<file path="config.mk">
export PLATFORM = sky130hd
export DESIGN_NAME = pc_sequencer
export DESIGN_NICKNAME = d
export VERILOG_FILES = /design/src/rtl/pc_sequencer.sv
export SDC_FILE = /design/constraint.sdc
export NUM_CORES = 1
export LEC_CHECK = 0
export CORE_ASPECT_RATIO = 1.1
export CORE_MARGIN = 3
export CORE_UTILIZATION = 30
export CTS_BUF_LIST = sky130_fd_sc_hd__clkbuf_4
export DETAILED_ROUTE_END_ITERATION = 10
export GPL_ROUTABILITY_DRIVEN = 0
export PLACE_DENSITY = 0.58
export SKIP_LAST_GASP = 1
export SLEW_MARGIN = 20
export SYNTH_ARGS = -nofsm -noshare
export SYNTH_HDL_FRONTEND = slang
export SYNTH_SLANG_ARGS = --single-unit
</file>
<file path="constraint.sdc">
create_clock -name clk -period 7.6 [get_ports clk]
set_clock_uncertainty 0.1 [all_clocks]
set_input_delay 1.14 -clock clk [delete_from_list [all_inputs] [get_ports clk]]
set_output_delay 1.14 -clock clk [all_outputs]
set_load 0.02 [all_outputs]
</file>
<file path="src/rtl/pc_sequencer.sv">
`timescale 1ns/1ps
// pc_sequencer
// Program-counter sequencer for the pipelined MIPS core. Owns the PC and
// picks the next PC from sequential, branch, jump and register targets. It
// vectors to the illegal-instruction and interrupt handlers and records the
// return address in EPC. Bit ADDR_W-1 of the PC is the kernel-mode bit.
// PC arithmetic never carries into the kernel bit. A user-mode jr cannot set
// the kernel bit.
//
// Ports:
//   clk, reset       rising-edge clock, asynchronous active-high reset
//   stall            hold pc/epc/exc_cause this cycle (irq still latched)
//   pc_src[2:0]      000 PC+4, 001 branch, 010 jump, 011 register, 1xx illegal
//   branch_taken     branch condition, used only for pc_src = 001
//   imm16, jtarget   branch word offset and jump target field
//   reg_target       jr/jalr register value
//   illop, irq       illegal-instruction flag, level interrupt request
//   pc, pc_plus4     current PC and its sequential successor
//   epc              exception return address
//   kernel           pc[ADDR_W-1]
//   exc_taken        one-cycle pulse in the first cycle a vector is in pc
//   exc_cause        00 none, 01 illop, 10 irq; held until the next exception
//
// Build option: define PC_SEQ_IRQ_SYNC_EN to route irq through a two-flop
// synchroniser before it reaches the pending flag. This adds 2 edges of
// interrupt latency.
module pc_sequencer #(
  parameter int          ADDR_W    = 32,
  parameter logic [31:0] RESET_VEC = 32'h8000_0000,
  parameter logic [31:0] ILLOP_VEC = 32'h8000_0004,
  parameter logic [31:0] XADR_VEC  = 32'h8000_0008
) (
  input  logic              clk,
  input  logic              reset,
  input  logic              stall,
  input  logic [2:0]        pc_src,
  input  logic              branch_taken,
  input  logic [15:0]       imm16,
  input  logic [25:0]       jtarget,
  input  logic [ADDR_W-1:0] reg_target,
  input  logic              illop,
  input  logic              irq,
  output logic [ADDR_W-1:0] pc,
  output logic [ADDR_W-1:0] pc_plus4,
  output logic [ADDR_W-1:0] epc,
  output logic              kernel,
  output logic              exc_taken,
  output logic [1:0]        exc_cause
);
  localparam int LW = ADDR_W - 1;
  localparam logic [ADDR_W-1:0] RESET_PC = RESET_VEC[ADDR_W-1:0];
  localparam logic [ADDR_W-1:0] ILLOP_PC = ILLOP_VEC[ADDR_W-1:0];
  localparam logic [ADDR_W-1:0] XADR_PC  = XADR_VEC[ADDR_W-1:0];

  // Adds on the low bits only, keeping the kernel bit of base unchanged.
  function automatic logic [ADDR_W-1:0] add_keep_kernel(
    input logic [ADDR_W-1:0] base,
    input logic [LW-1:0]     delta
  );
    logic [LW-1:0] low;
    low = base[LW-1:0] + delta;
    return {base[ADDR_W-1], low};
  endfunction

  logic              irq_pend;
  logic              irq_in;
  logic              take_ill;
  logic              take_irq;
  logic              pend_n;
  logic              exc_n;
  logic [1:0]        cause_n;
  logic [ADDR_W-1:0] pc_n;
  logic [ADDR_W-1:0] epc_n;
  logic signed [LW-1:0] br_off;

`ifdef PC_SEQ_IRQ_SYNC_EN
  logic irq_meta_p0;
  logic irq_sync_p1;

  // irq synchroniser, runs regardless of stall
  always_ff @(posedge clk or posedge reset) begin
    if (reset) begin
      irq_meta_p0 <= 1'b0;
      irq_sync_p1 <= 1'b0;
    end else begin
      irq_meta_p0 <= irq;
      irq_sync_p1 <= irq_meta_p0;
    end
  end

  assign irq_in = irq_sync_p1;
`else
  assign irq_in = irq;
`endif

  assign kernel   = pc[ADDR_W-1];
  assign pc_plus4 = add_keep_kernel(pc, LW'(4));
  assign br_off   = {{(LW - 18){imm16[15]}}, imm16, 2'b00};

  // Illegal instruction beats a pending interrupt, and the pending flag
  // survives so the interrupt fires once user code resumes.
  always_comb begin
    take_ill = illop | pc_src[2];
    take_irq = ~take_ill & irq_pend & ~kernel;
    pc_n     = pc;
    epc_n    = epc;
    cause_n  = exc_cause;
    exc_n    = 1'b0;
    pend_n   = irq_pend | irq_in;
    if (!stall) begin
      if (take_ill) begin
        pc_n    = ILLOP_PC;
        epc_n   = pc_plus4;
        cause_n = 2'b01;
        exc_n   = 1'b1;
      end else if (take_irq) begin
        // epc = pc so the interrupted instruction re-executes on return
        pc_n    = XADR_PC;
        epc_n   = pc;
        cause_n = 2'b10;
        exc_n   = 1'b1;
        pend_n  = 1'b0;
      end else begin
        unique case (pc_src[1:0])
          2'b01:   pc_n = branch_taken ? add_keep_kernel(pc_plus4, $unsigned(br_off))
                                       : pc_plus4;
          2'b10:   pc_n = {pc_plus4[ADDR_W-1:28], jtarget, 2'b00};
          2'b11:   pc_n = kernel ? reg_target : {1'b0, reg_target[LW-1:0]};
          default: pc_n = pc_plus4;
        endcase
      end
    end
  end

  always_ff @(posedge clk or posedge reset) begin
    if (reset) begin
      pc        <= RESET_PC;
      epc       <= '0;
      exc_cause <= 2'b00;
      exc_taken <= 1'b0;
      irq_pend  <= 1'b0;
    end else begin
      pc        <= pc_n;
      epc       <= epc_n;
      exc_cause <= cause_n;
      exc_taken <= exc_n;
      irq_pend  <= pend_n;
    end
  end
endmodule

</file>
==> results.tsv <==
metric	value	unit
synth_top_cell_by_area	dfrtp_1	
post_cts_buffers	0	
synth-edff-count	0	
synth_area_leaders	dfrtp_1 (28%), ha_1 (7.1%), a21oi_1 (6.1%), o21ai_0 (5.6%), nand2_1 (5.5%)	
dp.final_hpwl	18300	um
swShare	0.383	
drv_cap	0	
combPwrFrac	0.431	
max_freq	201	MHz
async_reset_ff_frac	1.00	
grt_use_total	0.208	
die_width	140	um
dpl_cell_area	7940	um^2
critical_path_arrival	3.73	ns
overflow	0	
rsz0062_at_grt	no	
crit_path_end_kind	output pin	
clk_latency	0.42	ns
cp-start-kind	flop	
drt-total-wl	23300	um
syn_nets	857	
netlist_area	5960	um^2
netlist.area_leader.share	0.281	
ioPinCount	183	
relSlewSlack	0.260	
htree_levels	3	
cts_root_buffer	clkbuf_4	
grt_pass1_vias	5913	
cp_max_fo	6	
yosysWarnings	0	
clkPwrFrac	0.219	
hold_buffers	0	
power_density	157	nW/um^2
synth_ff_type	dfrtp_1	
required	6.36	ns
min_path_type	reg2reg	
vias_per_cell	5.49	
p_int	0.784	mW
finalSetupViolCount	0	
layout.nets	1011	
tightest_slew	1.11	ns
syn-instance-count	739	
yosysMostFrequentCell	nand2_1	
grt_pass1_wl	35500	um
critPathKind	reg2out	
cts_tree	built	
final_cell_area	8110	um^2
vdd_drop_max	0.0677	mV
drive_above_1_share	0.0568	
route.detailed.drc	0	
finalSetupTns	0	ns
avgSynthCellArea	8.06	um^2
vias	6294	
cts_sinks	68	
cts_buffers	9	
grt_antenna_before_repair	2	
ant_nets	0	
avgRoutedWirePerCell	20.3	um
ys_seq_area_frac	0.286	
leakage	3.40	nW
num_rows	53	
ys_ff_latch	68	
power	1.27	mW
drt_iter0_markers	519	
finalCritPeriodShare	0.654	
clkTransAtPathRegs	0.12	ns
die_h	154	um
initial_utilization	0.309	
clockBufferDepth	2	
p_switching	0.486	mW
drv_slew	0	
port_buffers	182	
hold_violations	0	
yosys-top-cells-count	nand2_1 (88), a21oi_1 (73), dfrtp_1 (67), o21ai_0 (67), nor2_1 (58)	
drt-pass1-iter-count	5	
p_seq_frac	0.350	
dieArea	21600	um^2
syn_to_final_growth	36.0	%
core_area	19300	um^2
post_cts_resized	0	
grt_max_degree	69	
synthDistinctLibCells	70	
period_needed	4.97	ns
status	finished clean	
## flip-flops by register name (all words and copies together), names as in the netlist
signal and flops:
epc 32, pc 32, exc_cause 2, exc_taken 1
irq_pend 1
## area by class of cell
type	instances	area, um^2
Antenna cell	2	5.00
Clock buffer	12	90.1
Clock inverter	4	67.6
Fill cell	1959	11200
Inverter	32	120
Multi-Input combinational cell	590	3920
Sequential cell	68	1700
Tap cell	247	309
Timing Repair Buffer	192	1890
## power groups by stage
stage	Clock (mW)	Combinational (mW)	Sequential, mW
after global placement	0	0.546	0.451
after detailed placement	0	0.545	0.451
after floorplan	0	0.288	0.470
final	0.278	0.547	0.445
after CTS	0.282	0.547	0.444
after global routing	0.298	0.591	0.452
## cells by family (layout without fill, tap and decap cells)
| family | Yosys count | after routing | synth area share |
|---|---|---|---|
| fa+ha+maj | 35 | 35 | 0.0748 |
| other cells | 0 | 2 | 0 |
| flops | 68 | 68 | 0.286 |
| simple gates | 233 | 233 | 0.186 |
| buf+inv | 81 | 240 | 0.0571 |
| compound gates | 251 | 251 | 0.272 |
| xor+xnor | 54 | 54 | 0.0806 |
| mux | 17 | 17 | 0.0437 |
## layout by cell type, fill, tap and decap left out, drive strengths merged, types with 12 or more instances in the layout
cell type / synthesis / layout
a21oi: 73 / 73
nand2: 89 / 89
inv: 31 / 31
clkdlybuf4s50: 0 / 181
nor2: 58 / 58
clkbuf: 37 / 12
xnor2: 33 / 33
xor2: 21 / 21
ha: 34 / 34
a222oi: 12 / 12
a21o: 12 / 12
nor3: 18 / 18
nand3: 19 / 19
o21ai: 67 / 67
and3: 12 / 12
dfrtp: 67 / 67
## critical path, stage by stage (launching register included)
cell and delay, ns:
dfrtp_1 0.44, ha_1 0.27, nand3_4 0.12, or3_1 0.53
or2_4 0.32, nor3b_4 0.28, and2_1 0.22, nand3_2 0.10
xnor2_2 0.33, clkdlybuf4s50_1 0.68
## per-stage QoR
step | instances | hold WS [ns] | setup WS, ns | util
2_1_floorplan | 739 | 0.356 | 3.25 | -
3_3_place_gp | 1129 | 0.360 | 2.99 | 0.412
3_5_place_dp | 1129 | 0.366 | 2.99 | 0.412
4_1_cts | 1145 | 0.395 | 2.62 | 0.420
5_1_grt | 1147 | 0.426 | 2.45 | 0.420
6_report | 1147 | 0.387 | 2.63 | 0.420
## metal layers
metal / vias to the layer above / GRT usage / share of wire
li1: 3031 / - / -
met1: 3023 / 0.300 / 0.46
met2: 214 / 0.331 / 0.47
met3: 26 / 0.0258 / 0.057
met4: 0 / 0.0558 / 0.019
met5: - / 0 / 0
## path summary, 6_finish.rpt
kind                        start           end  slack (ns)  depth (start not counted)
min in group asynchronous   reset  exc_cause[0]        1.18                          3
setup reg to reg            pc[5]        pc[28]        2.94                         15
hold reg to reg            epc[1]        epc[1]        0.39                          2
setup / recovery            pc[3]  pc_plus4[28]        2.63                          9
hold / removal             epc[1]        epc[1]        0.39                          2
max in group asynchronous   reset        pc[18]        5.59                          3
Power figures use the tool's default switching activity.
